## src/rtl/prog_loader_ctrl.sv

```systemverilog
// Boot loader: streams i_in_* words to memory at i_load_base (write 1 cycle after handshake; source stalls via i_in_valid),
// then releases the CPU SETTLE_CYC cycles after the last write. PROG_LOADER_CHECKSUM_EN adds i_exp_sum verification.
module prog_loader_ctrl #(
  parameter int DATA_W     = 32,
  parameter int ADDR_W     = 11,
  parameter int MEM_DEPTH  = 2048,
  parameter int SETTLE_CYC = 2
) (
  input  logic              i_clk,
  input  logic              i_reset,
  input  logic              i_load_start,
  input  logic [ADDR_W-1:0] i_load_base,
  input  logic [ADDR_W:0]   i_load_len,
`ifdef PROG_LOADER_CHECKSUM_EN
  input  logic [DATA_W-1:0] i_exp_sum,
`endif
  input  logic              i_in_valid,
  input  logic [DATA_W-1:0] i_in_data,
  output logic              o_in_ready,
  input  logic              i_cpu_wen,
  input  logic [ADDR_W-1:0] i_cpu_wadrs,
  input  logic [DATA_W-1:0] i_cpu_wdata,
  output logic              o_mem_wen,
  output logic [ADDR_W-1:0] o_mem_wadrs,
  output logic [DATA_W-1:0] o_mem_wdata,
  output logic              o_cpu_en,
  output logic              o_busy,
  output logic              o_done,
  output logic              o_error
);
  localparam int                SW             = (SETTLE_CYC > 1) ? $clog2(SETTLE_CYC) : 1;
  localparam logic [SW-1:0]     LP_SETTLE_LAST = SW'(SETTLE_CYC - 1);
  localparam logic [ADDR_W+1:0] LP_DEPTH       = (ADDR_W+2)'(MEM_DEPTH);

  typedef enum logic [2:0] {S_IDLE, S_LOAD, S_SETTLE, S_RUN, S_FAULT} state_t;

  state_t            r_state;
  logic [ADDR_W-1:0] r_base;
  logic [ADDR_W:0]   r_len;
  logic [ADDR_W:0]   r_cnt;
  logic [SW-1:0]     r_settle;
  logic              r_cpu_en;
  logic              r_done;
  logic              r_error;
  logic              r_ld_wen;
  logic [ADDR_W-1:0] r_ld_wadrs;
  logic [DATA_W-1:0] r_ld_wdata;

  logic              w_accept;
  logic              w_range_bad;
  logic              w_in_ready;
  logic              w_xfer;
  logic              w_last;
  logic              w_sum_ok;
  logic              w_run;
  logic [ADDR_W:0]   w_cnt_next;
  logic [ADDR_W+1:0] w_end;

  assign w_accept    = i_load_start & ((r_state == S_IDLE) | (r_state == S_RUN) | (r_state == S_FAULT));
  assign w_end       = {2'b00, i_load_base} + {1'b0, i_load_len};
  assign w_range_bad = (w_end > LP_DEPTH);
  assign w_in_ready  = (r_state == S_LOAD) && (r_cnt < r_len);
  assign w_xfer      = i_in_valid & w_in_ready;
  assign w_cnt_next  = r_cnt + {{ADDR_W{1'b0}}, w_xfer};
  // Covers len=0 too: LOAD leaves on its first cycle when nothing is owed.
  assign w_last      = (r_state == S_LOAD) && (w_cnt_next == r_len);

`ifdef PROG_LOADER_CHECKSUM_EN
  logic [DATA_W-1:0] r_sum;
  logic [DATA_W-1:0] r_exp_sum;
  logic [DATA_W-1:0] w_sum_next;

  assign w_sum_next = r_sum + (w_xfer ? i_in_data : '0);
  assign w_sum_ok   = (w_sum_next == r_exp_sum);

  always_ff @(posedge i_clk or posedge i_reset) begin
    if (i_reset) begin
      r_sum     <= '0;
      r_exp_sum <= '0;
    end else if (w_accept) begin
      r_sum     <= '0;
      r_exp_sum <= i_exp_sum;
    end else if (w_xfer) begin
      r_sum     <= w_sum_next;
    end
  end
`else
  assign w_sum_ok = 1'b1;
`endif

  always_ff @(posedge i_clk or posedge i_reset) begin
    if (i_reset) begin
      r_state    <= S_IDLE;
      r_base     <= '0;
      r_len      <= '0;
      r_cnt      <= '0;
      r_settle   <= '0;
      r_cpu_en   <= 1'b0;
      r_done     <= 1'b0;
      r_error    <= 1'b0;
      r_ld_wen   <= 1'b0;
      r_ld_wadrs <= '0;
      r_ld_wdata <= '0;
    end else begin
      r_done   <= 1'b0;
      r_ld_wen <= w_xfer;
      if (w_xfer) begin
        r_ld_wadrs <= r_base + r_cnt[ADDR_W-1:0];
        r_ld_wdata <= i_in_data;
        r_cnt      <= w_cnt_next;
      end
      if (w_accept) begin
        r_base   <= i_load_base;
        r_len    <= i_load_len;
        r_cnt    <= '0;
        r_settle <= '0;
        r_cpu_en <= 1'b0;
        if (w_range_bad) begin
          r_state <= S_FAULT;
          r_error <= 1'b1;
        end else begin
          r_state <= S_LOAD;
          r_error <= 1'b0;
        end
      end else begin
        case (r_state)
          S_LOAD: begin
            if (w_last) begin
              if (w_sum_ok) begin
                r_state <= S_SETTLE;
              end else begin
                r_state <= S_FAULT;
                r_error <= 1'b1;
              end
            end
          end
          S_SETTLE: begin
            if (r_settle == LP_SETTLE_LAST) begin
              r_state  <= S_RUN;
              r_cpu_en <= 1'b1;
              r_done   <= 1'b1;
              r_settle <= '0;
            end else begin
              r_settle <= r_settle + SW'(1);
            end
          end
          default: begin
          end
        endcase
      end
    end
  end

  // The CPU owns the memory port only while RUN; elsewhere the loader drives it or it idles.
  assign w_run       = (r_state == S_RUN);
  assign o_mem_wen   = w_run ? i_cpu_wen   : r_ld_wen;
  assign o_mem_wadrs = w_run ? i_cpu_wadrs : r_ld_wadrs;
  assign o_mem_wdata = w_run ? i_cpu_wdata : r_ld_wdata;
  assign o_in_ready  = w_in_ready;
  assign o_cpu_en    = r_cpu_en;
  assign o_busy      = (r_state == S_LOAD) | (r_state == S_SETTLE);
  assign o_done      = r_done;
  assign o_error     = r_error;
endmodule

```

## config.mk

```make
export PLATFORM = sky130hd
export DESIGN_NAME = prog_loader_ctrl
export DESIGN_NICKNAME = d
export VERILOG_FILES = /design/src/rtl/prog_loader_ctrl.sv
export SDC_FILE = /design/constraint.sdc
export NUM_CORES = 1
export LEC_CHECK = 0
export ABC_CLOCK_PERIOD_IN_PS = 8200
export CORE_ASPECT_RATIO = 1.4
export CORE_MARGIN = 1.5
export CORE_UTILIZATION = 30
export DETAILED_ROUTE_END_ITERATION = 7
export PLACE_DENSITY = 0.6
export REMOVE_ABC_BUFFERS = 1
export SLEW_MARGIN = 20
export SYNTH_ARGS = -nofsm -noshare
export SYNTH_HDL_FRONTEND = slang
export SYNTH_SLANG_ARGS = --single-unit
```

## constraint.sdc

```tcl
create_clock -name i_clk -period 8.2 [get_ports i_clk]
set_input_delay 1.64 -clock i_clk [delete_from_list [all_inputs] [get_ports i_clk]]
set_output_delay 1.64 -clock i_clk [all_outputs]
set_load 0.005 [all_outputs]
```

==> flow_summary_export.csv, run 1 <==
group,metric,value,unit
grt,grt_pass1_wl,24000,um
clock_tree,postCtsSetupBuffers,0,
timing,rsz0062_at_grt,"no",
clock_tree,cts_tree,"built",
timing,finalCritPeriodShare,61.7,%
timing,timing.final.ws_setup,3.14,ns
clock_tree,cts_hold_buf,0,
logic_synthesis,synthFlopType,"dfrtp_1",
routing,drc,0,
pwr,p_leak,3.42,nW
logic_synthesis,netlist_instances,638,
placed_design,gp_congestion,0.895,
critical_path,regToRegEndpoint,"r_state[0]",
clock_tree,cts_sinks,86,
worst_hold_path,worstHoldEndpoint,"r_ld_wdata[21]",
pwr,p_per_area,277,nW/um^2
critical_path,worstPathMaxFanout,53,
placed_design,dp_hpwl,10500,um
grt,gr-total-overflow,0,
logic_synthesis,synth-edff-count,0,
floorplanning,io_pins,152,
timing,period_needed,5.06,ns
routing,wl,14400,um
clock_tree,cts.clk_slew.worst_paths,0.06,ns
critical_path,critPathCaptureType,"register",
logic_synthesis,synth_top_family_by_area,"simple AND/OR/NAND/NOR gates",
clock_tree,clockBufferDepth,2,
worst_hold_path,hp-start,"r_ld_wdata[21]",
placed_design,io_buffers,151,
layout,multi_input_area,3230,sq um
floorplanning,rows,59,
placed_design,dp_slack,2.78,ns
floorplanning,die_width,119,um
worst_hold_path,hp-class,"reg -> reg",
grt,antenna_found_initial,0,
critical_path,arrival,5.28,ns
critical_path,crit_type,"in -> reg",
timing,setup_violations,0,
grt,grt_max_degree,58,
critical_path,reg2reg_depth,16,
worst_hold_path,worstHoldPathCells,2,
timing,skew,0.00754,ns
placed_design,placed_cell_area,7320,sq um
critical_path,critPathBufInv,3,
timing,worst_pin_slew,0.804,ns
critical_path,crit_path_cell_trace,"clkdlybuf4s50_1 > o21ai_4 > buf_4 > clkinv_2 > ha_1 > ha_1 > xor2_1 > a2111oi_2 > o311ai_1 > a2111o_1 > a2111oi_2 > nor2b_1 > o32a_1",
flow_run,drv_cap,0,
critical_path,worstReg2RegStart,"r_cnt[3]",
pwr,vdd_drop_max,0.000102,V
logic_synthesis,ys_warn_count,0,
critical_path,critPathLaunchType,"input port",
status,outcome,"finished clean",
floorplanning,core_area,18500,sq um
routing,ant_nets,0,
critical_path,cp_slowest_cell,"buf_4",
critical_path,slowest_delay,0.50,ns
timing,hold_violations,0,
logic_synthesis,synth_xor_area_share,4.06,%
grt,grt_use_total,15.2,%
floorplanning,dieArea,19600,sq um
layout,nets,912,
timing,fmax,198,MHz
logic_synthesis,async_flop_share,100,%
routing,viasPerCell,4.75,
logic_synthesis,ys_ff_latch,86,
clock_tree,post_cts_resize_count,0,
timing,slew-limit-headroom,46.3,%
logic_synthesis,synth.mux.area_fraction,12.3,%
logic_synthesis,syn_avg_cell_area,8.80,sq um
routing,vias,4849,
layout,num_antenna_cells,0,
layout,fillers,1889,
layout,drive_gt1_share,10.7,%
critical_path,crit_family,"compound AO/OA/AOI/OAI gates",
grt,grt_pass1_vias,4890,
layout,finalInstanceArea,7580,sq um
floorplanning,start_util,30.4,%
timing,tns,0,ns
logic_synthesis,synth_compound_area_share,11.7,%
logic_synthesis,synth_seq_area_share,38.3,%
logic_synthesis,synth-simple-area-share,20.9,%
floorplanning,die_h,165,um
timing,slew_viol_final,0,
clock_tree,cts_made_buffers,9,
layout,seq_area,2150,sq um
clock_tree,root_buffer,"clkbuf_16",
pwr,total_power,0.00210,W
critical_path,r2r_slack,3.43,ns
layout,areaGrowthSynthToFinish,35.0,%
logic_synthesis,syn_area,5620,sq um
logic_synthesis,synth-adder-area-share,8.29,%
routing,drtIter0Drc,236,
layout,final_core_utilization,41.1,%
logic_synthesis,synth_cell_types,61,
clock_tree,worstSkewPairLatency,0.33,ns
routing,avgRoutedWirePerCell,14.1,um
routing,dr.pass1.iters,4,
clock_tree,h-tree-depth,3,
critical_path,crit_required,8.42,ns
cell usage after synthesis (5+ instances only):
cell type  number  area, sq um
a21oi_1        14         70.1
a22o_1          5         43.8
and2_1          6         37.5
buf_2           7         35.0
clkbuf_1       18         67.6
dfrtp_1        86         2150
ha_1           34          425
inv_1          26         97.6
mux2_2         50          563
mux2i_1        13          130
nand2_1       176          661
nand3_1        15         75.1
nor2_1         34          128
nor2b_1         6         37.5
nor3_1          9         45.0
o211ai_1        5         37.5
o21ai_0        36          180
or2_2           6         37.5
xnor2_1        14          123
xor2_1         12          105
worst max path at each step:
stage	start	to	slack (ns)	cells past startpoint
floorplan	r_cnt[3]	r_state[0]	2.45	15
global placement	i_in_valid	r_state[0]	2.83	13
detailed placement	i_in_valid	r_state[0]	2.78	13
CTS	i_in_valid	r_state[0]	3.12	13
global route	i_in_valid	r_state[0]	2.98	13
finish	i_in_valid	r_state[0]	3.14	13
metal layers:
layer	up-vias	wire (um)	global-route usage [%]
li1	2459	-	-
met1	2237	6380	18.5
met5	-	0	0
met2	133	7150	27.2
met3	20	592	2.49
met4	0	289	5.37
through the flow:
step / hold WS, ns / cells
6_report: 0.467 / 1021
5_1_grt: 0.475 / 1021
4_1_cts: 0.472 / 1021
3_5_place_dp: 0.457 / 1006
3_3_place_gp: 0.447 / 1006
2_1_floorplan: 0.431 / 608
flip-flops by register name, summed over array words and instances, names as in the netlist:
register    flops
r_ld_wdata     32
r_cnt          12
r_len          12
r_base         11
r_ld_wadrs     11
r_state         3
o_cpu_en        1
o_done          1
o_error         1
r_ld_wen        1
r_settle        1
power by group:
group / switching (W) / internal [W] / total [W]
clock: 0.000161 / 0.000203 / 0.000363
combinational: 0.000477 / 0.000545 / 0.00102
sequential: 0.000119 / 0.000597 / 0.000716
cells by family after synthesis:
| family | count (synthesis) |
|---|---|
| buf+inv | 57 |
| compound gates | 98 |
| flops | 86 |
| mux | 63 |
| simple gates | 272 |
| fa+ha+maj | 36 |
| xor+xnor | 26 |
layout by cell type, fill, tap and decap left out, types with 6 or more instances in the layout:
master,instances
a21oi_1,14
xor2_1,12
clkbuf_16,9
o21ai_0,36
mux2i_1,13
dfrtp_1,86
nor2b_1,6
xnor2_1,14
inv_1,25
nor2_1,34
or2_2,6
nor3_1,9
mux2_2,50
nand3_1,15
nand2_1,175
ha_1,34
clkdlybuf4s50_1,151
final cells by class:
class | instances | share of cell area (%)
multi-input combinational | 495 | 42.6
sequential | 86 | 28.4
timing repair buffer | 154 | 20.2
tap | 244 | 4.03
clock buffer | 11 | 3.07
inverter | 27 | 1.37
clock inverter | 4 | 0.330
tightest hold or removal path, stage by stage (launching register included):
cell and delay [ns]:
dfrtp_1 0.33, nand2_1 0.05, nand2_1 0.05
Power figures use the tool's default switching activity.
==> run 2: changes to the inputs <==
--- a/config.mk
+++ b/config.mk
@@ -5,12 +5,12 @@
 export SDC_FILE = /design/constraint.sdc
 export NUM_CORES = 1
 export LEC_CHECK = 0
-export ABC_CLOCK_PERIOD_IN_PS = 8200
+export ABC_CLOCK_PERIOD_IN_PS = 4200
 export CORE_ASPECT_RATIO = 1.4
 export CORE_MARGIN = 1.5
 export CORE_UTILIZATION = 30
 export DETAILED_ROUTE_END_ITERATION = 7
-export PLACE_DENSITY = 0.6
+export PLACE_DENSITY = 0.62
 export REMOVE_ABC_BUFFERS = 1
 export SLEW_MARGIN = 20
 export SYNTH_ARGS = -nofsm -noshare
==> constraint.sdc (replaced) <==
create_clock -name i_clk -period 4.2 [get_ports i_clk]
set_input_delay 0.84 -clock i_clk [delete_from_list [all_inputs] [get_ports i_clk]]
set_output_delay 0.84 -clock i_clk [all_outputs]
set_load 0.005 [all_outputs]
==> run 2 against run 1 <==
- critical endpoint unchanged
- setup slack worse by 2.9 ns
- clock power up 120%
- sequential cell count unchanged
- critical path depth rose by 2
- global-route usage grew 0.21 points
- wire length rose by 3.3%
- register-to-register slack lost 3.2 ns
- largest power group unchanged
- final area rose by 2.4%
- clock skew up 0.0042 ns
- via count grew 1.5%
- sequential share of layout area shrank 0.67 points
- first-iteration DRC count grew 30%
==> flow_summary_export.csv, run 2 (synthesized netlist as in run 1, its figures left out) <==
group,metric,value,unit
critical_path,worstReg2RegStart,"r_state[2]",
routing,avgRoutedWirePerCell,14.3,um
timing,setup_violations,0,
critical_path,crit_type,"reg -> reg",
critical_path,critPathBufInv,1,
clock_tree,cts_sinks,86,
critical_path,critical_path_cell_count,15,
routing,drtIter0Drc,306,
critical_path,slowest_delay,0.42,ns
layout,top_register,"r_ld_wdata",
critical_path,arrival,4.21,ns
layout,nets,929,
worst_hold_path,hp-class,"reg -> reg",
pwr,pwr-share-seq,32.0,%
floorplanning,io_pins,152,
critical_path,critPathCaptureType,"register",
critical_path,worstPathMaxFanout,5,
clock_tree,h-tree-depth,3,
routing,ant_nets,0,
grt,grt_pass1_wl,24100,um
floorplanning,rows,59,
routing,drc,0,
floorplanning,die_width,119,um
routing,viasPerCell,4.74,
status,outcome,"finished clean",
clock_tree,worstSkewPairLatency,0.34,ns
placed_design,placed_cell_area,7460,sq um
pwr,p_leak,3.52,nW
layout,layout_common_cells,"nand2_1, clkdlybuf4s50_1, dfrtp_1, mux2_2, o21ai_0",
routing,wl,14900,um
critical_path,cp_slowest_cell,"dfrtp_1",
timing,rsz0062_at_grt,"no",
critical_path,crit_required,4.43,ns
layout,areaGrowthSynthToFinish,38.3,%
grt,gr-total-overflow,0,
pwr,power_frac_comb,48.8,%
grt,antenna_found_initial,0,
layout,finalInstanceArea,7760,sq um
critical_path,critPathLaunchType,"register",
routing,vias,4923,
clock_tree,cts_tree,"built",
grt,grt_pass1_vias,4895,
timing,hold_violations,0,
timing,worst_pin_slew,0.802,ns
layout,drive_gt1_share,12.8,%
timing,slew_viol_final,0,
critical_path,r2r_slack,0.22,ns
timing,period_needed,3.98,ns
critical_path,startpoint,"r_state[2]",
critical_path,crit_family,"compound AO/OA/AOI/OAI gates",
routing,dr.pass1.iters,4,
clock_tree,root_buffer,"clkbuf_16",
timing,skew,0.0117,ns
pwr,switchingPower,0.00151,W
layout,final_common_cell,"nand2_1",
critical_path,cp-endpoint,"r_state[0]",
clock_tree,cts_made_buffers,9,
placed_design,io_buffers,151,
timing,finalCritPeriodShare,94.8,%
floorplanning,die_h,165,um
critical_path,reg2reg_depth,15,
clock_tree,clockBufferDepth,2,
floorplanning,dieArea,19600,sq um
clock_tree,cts.clk_slew.worst_paths,0.07,ns
floorplanning,start_util,30.4,%
timing,fmax,251,MHz
placed_design,dp_hpwl,11100,um
critical_path,regToRegEndpoint,"r_state[0]",
pwr,power_frac_clock,19.2,%
pwr,p_per_area,546,nW/um^2
placed_design,gp_congestion,0.888,
grt,grt_max_degree,74,
floorplanning,core_area,18500,sq um
critical_path,crit_path_cell_trace,"or3b_1 > a211o_1 > nor3_2 > o211a_1 > o21ai_4 > clkinv_2 > ha_1 > ha_1 > xor2_1 > a2111oi_2 > o311ai_1 > a2111o_1 > a2111oi_2 > nor2b_1 > o32a_1",
pwr,p_sw_share,35.5,%
pwr,internal-power,0.00274,W
layout,reg_top3,"r_ld_wdata x32, r_cnt x12, r_len x12",
timing,tns,0,ns
layout,largest_reg_flops,32,
pwr,vdd_drop_max,0.000321,V
flow_run,drv_cap,0,
layout,num_antenna_cells,0,
timing,slew-limit-headroom,46.5,%
grt,grt_use_total,15.4,%
-- run 2: worst min path at each step --
stage	startpoint	to	slack [ns]	depth (start not counted)
after floorplan	r_settle	r_settle	0.43	1
after global placement	r_settle	r_settle	0.45	1
after detailed placement	r_ld_wdata[16]	r_ld_wdata[16]	0.46	2
after CTS	r_settle	r_settle	0.46	1
after global routing	r_settle	r_settle	0.49	1
final	r_settle	r_settle	0.46	1
-- run 2: power groups by stage --
stage / Sequential (W) / Clock [W] / Combinational [W]
after floorplan: 0.00132 / 0 / 0.00121
after global placement: 0.00137 / 0 / 0.00207
after detailed placement: 0.00138 / 0 / 0.00210
after CTS: 0.00136 / 0.000839 / 0.00211
after global routing: 0.00140 / 0.000875 / 0.00233
final: 0.00136 / 0.000813 / 0.00207
-- run 2: metrics by stage --
| stage | hold WS (ns) | cells | setup WS [ns] | total power, W | util (%) |
|---|---|---|---|---|---|
| 2_1_floorplan | 0.431 | 608 | -1.55 | 0.00253 | - |
| 3_3_place_gp | 0.445 | 1023 | 0.272 | 0.00344 | 40.4 |
| 3_5_place_dp | 0.457 | 1023 | 0.187 | 0.00348 | 40.4 |
| 4_1_cts | 0.464 | 1039 | 0.163 | 0.00432 | 42.0 |
| 5_1_grt | 0.487 | 1039 | 0.0265 | 0.00461 | 42.1 |
| 6_report | 0.462 | 1039 | 0.217 | 0.00424 | 42.1 |
-- run 2: repair_timing --
action | in CTS | in global routing
hold buffers | 0 | 0
endpoints found under the setup margin | 0 | 1
setup buffers | 0 | 0
resized for setup | 0 | 1
-- run 2: layer usage --
layer  track usage (%)  share of wire (%)
met2              28.4                 50
met1              18.4                 44
met3              2.42                3.9
met4              4.82                1.8
met5                 0                  0
-- run 2: area by class of cell --
class,count,area [sq um]
clock buffers,11,243
repair buffers,171,1670
clock inverters,5,58.8
flip-flops and latches,86,2150
well taps,244,305
fillers,1845,10700
multi-input cells,495,3230
inverters,27,104
==> variant: new RTL, flow settings as in run 2 <==
Change the parameter `DATA_W` from 32 to 48.
--- a/src/rtl/prog_loader_ctrl.sv
+++ b/src/rtl/prog_loader_ctrl.sv
@@ -3,3 +3,3 @@
 module prog_loader_ctrl #(
-  parameter int DATA_W     = 32,
+  parameter int DATA_W     = 48,
   parameter int ADDR_W     = 11,
Ports: changed (resized i_cpu_wdata, i_in_data and o_mem_wdata); port bits go from 152 to 200. No check against the original RTL was run, so the function may have changed too.
==> variant against run 2 <==
Power grew 12%. Fmax grew 3.1%. Area after synthesis grew 12%. Utilization grew 1.5 points. Cell area grew 15%. Routed wire length grew 17%. Sequential cell count grew 16. Worst setup slack gained 0.12 ns.
==> variant: results (changes against run 2) <==
----------------------------------------------------
[Logic synthesis]
  Largest cells by area after synthesis ... sky130_fd_sc_hd__dfrtp_1, sky130_fd_sc_hd__nand2_1, sky130_fd_sc_hd__mux2_2
  Share of the yosys chip area belonging to registers ... 0.405 (+0.0222)
  Post-synthesis adder-cell area fraction ... 0.0739 (-0.00895)
  Top cells by count, synth ... sky130_fd_sc_hd__nand2_1, sky130_fd_sc_hd__dfrtp_1, sky130_fd_sc_hd__mux2_2
  Post-synthesis cell type count ... 67 (+9.8%)
  Yosys warnings ... 0 (unchanged)
  Compound-gate portion of the synthesized area ... 0.119 (+0.00233)
  Multiplexer share of the synthesized area ... 0.109 (-0.0145)
  Async set-reset flop share out of synthesis ... 1.00 (unchanged)
  Post-synthesis xor/xnor area fraction ... 0.0427 (+0.00218)
  Most used flip-flop cell after synthesis ... sky130_fd_sc_hd__dfrtp_1

[Timing]
  Post-route clock skew ... 0.00877 ns (-0.00295 ns)
  Worst-Margin Slew ... 0.906 ns (+0.103 ns)

[Power and ir drop]
  Maximum vdd ir drop ... 0.214 mV (-33%)
  Static power due to leakage ... 4.13 nW (+17%)

[CTS]
  Largest buffer count on any clock path ... 2 (unchanged)
  Worst-Skew Late Latency ... 0.34 ns (about the same)
  H-tree Lvls ... 3 (unchanged)
  Num CTS Buffers ... 9 (unchanged)
  Master cell of the clock root buffer ... sky130_fd_sc_hd__clkbuf_16
  Clk pin slew, worst setup/hold paths ... 0.07 ns (about the same)

[Worst setup path]
  Slowest cell delay on critical path ... 0.47 ns (+0.05 ns)
  CP max stage cell ... sky130_fd_sc_hd__dfrtp_1
  Worst-path fanout max ... 8 (+3)
  CP top delay family ... simple AND/OR/NAND/NOR gates

[Route]
  Via total after detailed routing ... 5,611 (+14%)
  Number of iterations in the first detailed-routing pass ... 4 (unchanged)
  Final routed wire length divided by cell count ... 14.9 um (+3.7%)
  Iter 0 DRT Violations ... 304 (-0.65%)

[Outcome]
  Status ... complete, no violations

[Layout]
  Filler cell count ... 2,063 (+12%)
  Fin nets ... 1,081 (+16%)
  Fraction of layout cells with a size suffix above 1 ... 0.120 (-0.00808)
  Diode insertion count for antenna repair ... 0 (unchanged)
  Largest regs ... r_ld_wdata: 48 flops, r_cnt: 12 flops, r_len: 12 flops

[Global route]
  Maximum number of pins on one net before global-route repair ... 85 (+15%)
  Global-route wire length before repair ... 28,400 um (+18%)
  Initial antenna violation count ... 0 (unchanged)
  All-Layer GR Usage ... 0.160 (+0.00573)

[Worst hold path]
  Hold Path Class ... reg2reg

[Placed design]
  Final Wtd Congestion ... 0.818 (-7.9%)
  Number of port buffers ... 199 (+32%)
  Half-perimeter wire length of the detailed placement result ... 13,100 um (+18%)

[Die]
  Initial Util ... 0.306 (+0.00194)

----------------------------------------------------
==> variant: changes by cell type after synthesis, moves of 9 or more <==
cell,before,now
sky130_fd_sc_hd__mux2_2,50,60
sky130_fd_sc_hd__nand2_1,176,230
sky130_fd_sc_hd__nor2_1,34,25
sky130_fd_sc_hd__nand3_1,15,6
sky130_fd_sc_hd__mux2i_1,13,1
sky130_fd_sc_hd__dfrtp_1,86,102
sky130_fd_sc_hd__o21ai_1,0,16
==> variant: cell type report <==
type / count / area [um^2] / share of cell area
multi-input cells: 548 / 3510 / 0.392
repair buffers: 217 / 2140 / 0.239
flip-flops and latches: 102 / 2550 / 0.285
inverters: 32 / 123 / 0.0137
clock buffers: 11 / 253 / 0.0282
well taps: 256 / 320 / 0.0357
clock inverters: 5 / 65.1 / 0.00726
==> variant: power by group <==
| group | total, mW | internal [mW] | switching (mW) |
|---|---|---|---|
| logic | 2.23 | 1.23 | 1.00 |
| registers | 1.65 | 1.38 | 0.271 |
| clock network | 0.887 | 0.502 | 0.385 |
| total | 4.76 | 3.10 | 1.66 |
==> variant: through the flow <==
stage	area [um^2]	setup WS (ns)	TNS [ns]	hold slack [ns]	cells
after detailed placement	8640	0.194	0	0.452	1155
after floorplan	6170	-1.46	-8.53	0.431	682
after global placement	8640	0.338	0	0.445	1155
after CTS	8960	0.182	0	0.459	1171
final	8970	0.338	0	0.459	1171
after global routing	8970	0.0275	0	0.499	1171
==> variant: timing repair <==
| item | in CTS | in global routing |
|---|---|---|
| setup buffers | 0 | 0 |
| gates resized for setup | 0 | 1 |
| endpoints found under the setup margin | 0 | 1 |
==> variant: metal layers <==
metal | share of wire | global-route usage | vias to the layer above
li1 | - | - | 2818
met1 | 0.42 | 0.192 | 2624
met2 | 0.52 | 0.293 | 153
met3 | 0.045 | 0.0228 | 16
met4 | 0.018 | 0.0488 | 0
met5 | 0 | 0 | -
==> variant: final timing paths <==
path                             from             end  depth (start not counted)  slack (ns)
hold reg to reg              r_settle        r_settle                          1        0.46
min in group asynchronous     i_reset  r_ld_wdata[33]                          2        1.00
setup reg to reg           r_state[0]      r_state[0]                         16        0.34
setup / recovery           r_state[0]      r_state[0]                         16        0.34
hold / removal               r_settle        r_settle                          1        0.46
max in group asynchronous     i_reset   r_ld_wadrs[8]                          3        2.40
==> variant: cell families after synthesis <==
kind of cell             count (synthesis)
AND/OR/NAND/NOR                        309
AO/OA/AOI/OAI                          113
adder cells (fa/ha/maj)                 36
XOR/XNOR                                29
flip-flops                             102
multiplexers                            61
buffers and inverters                   62
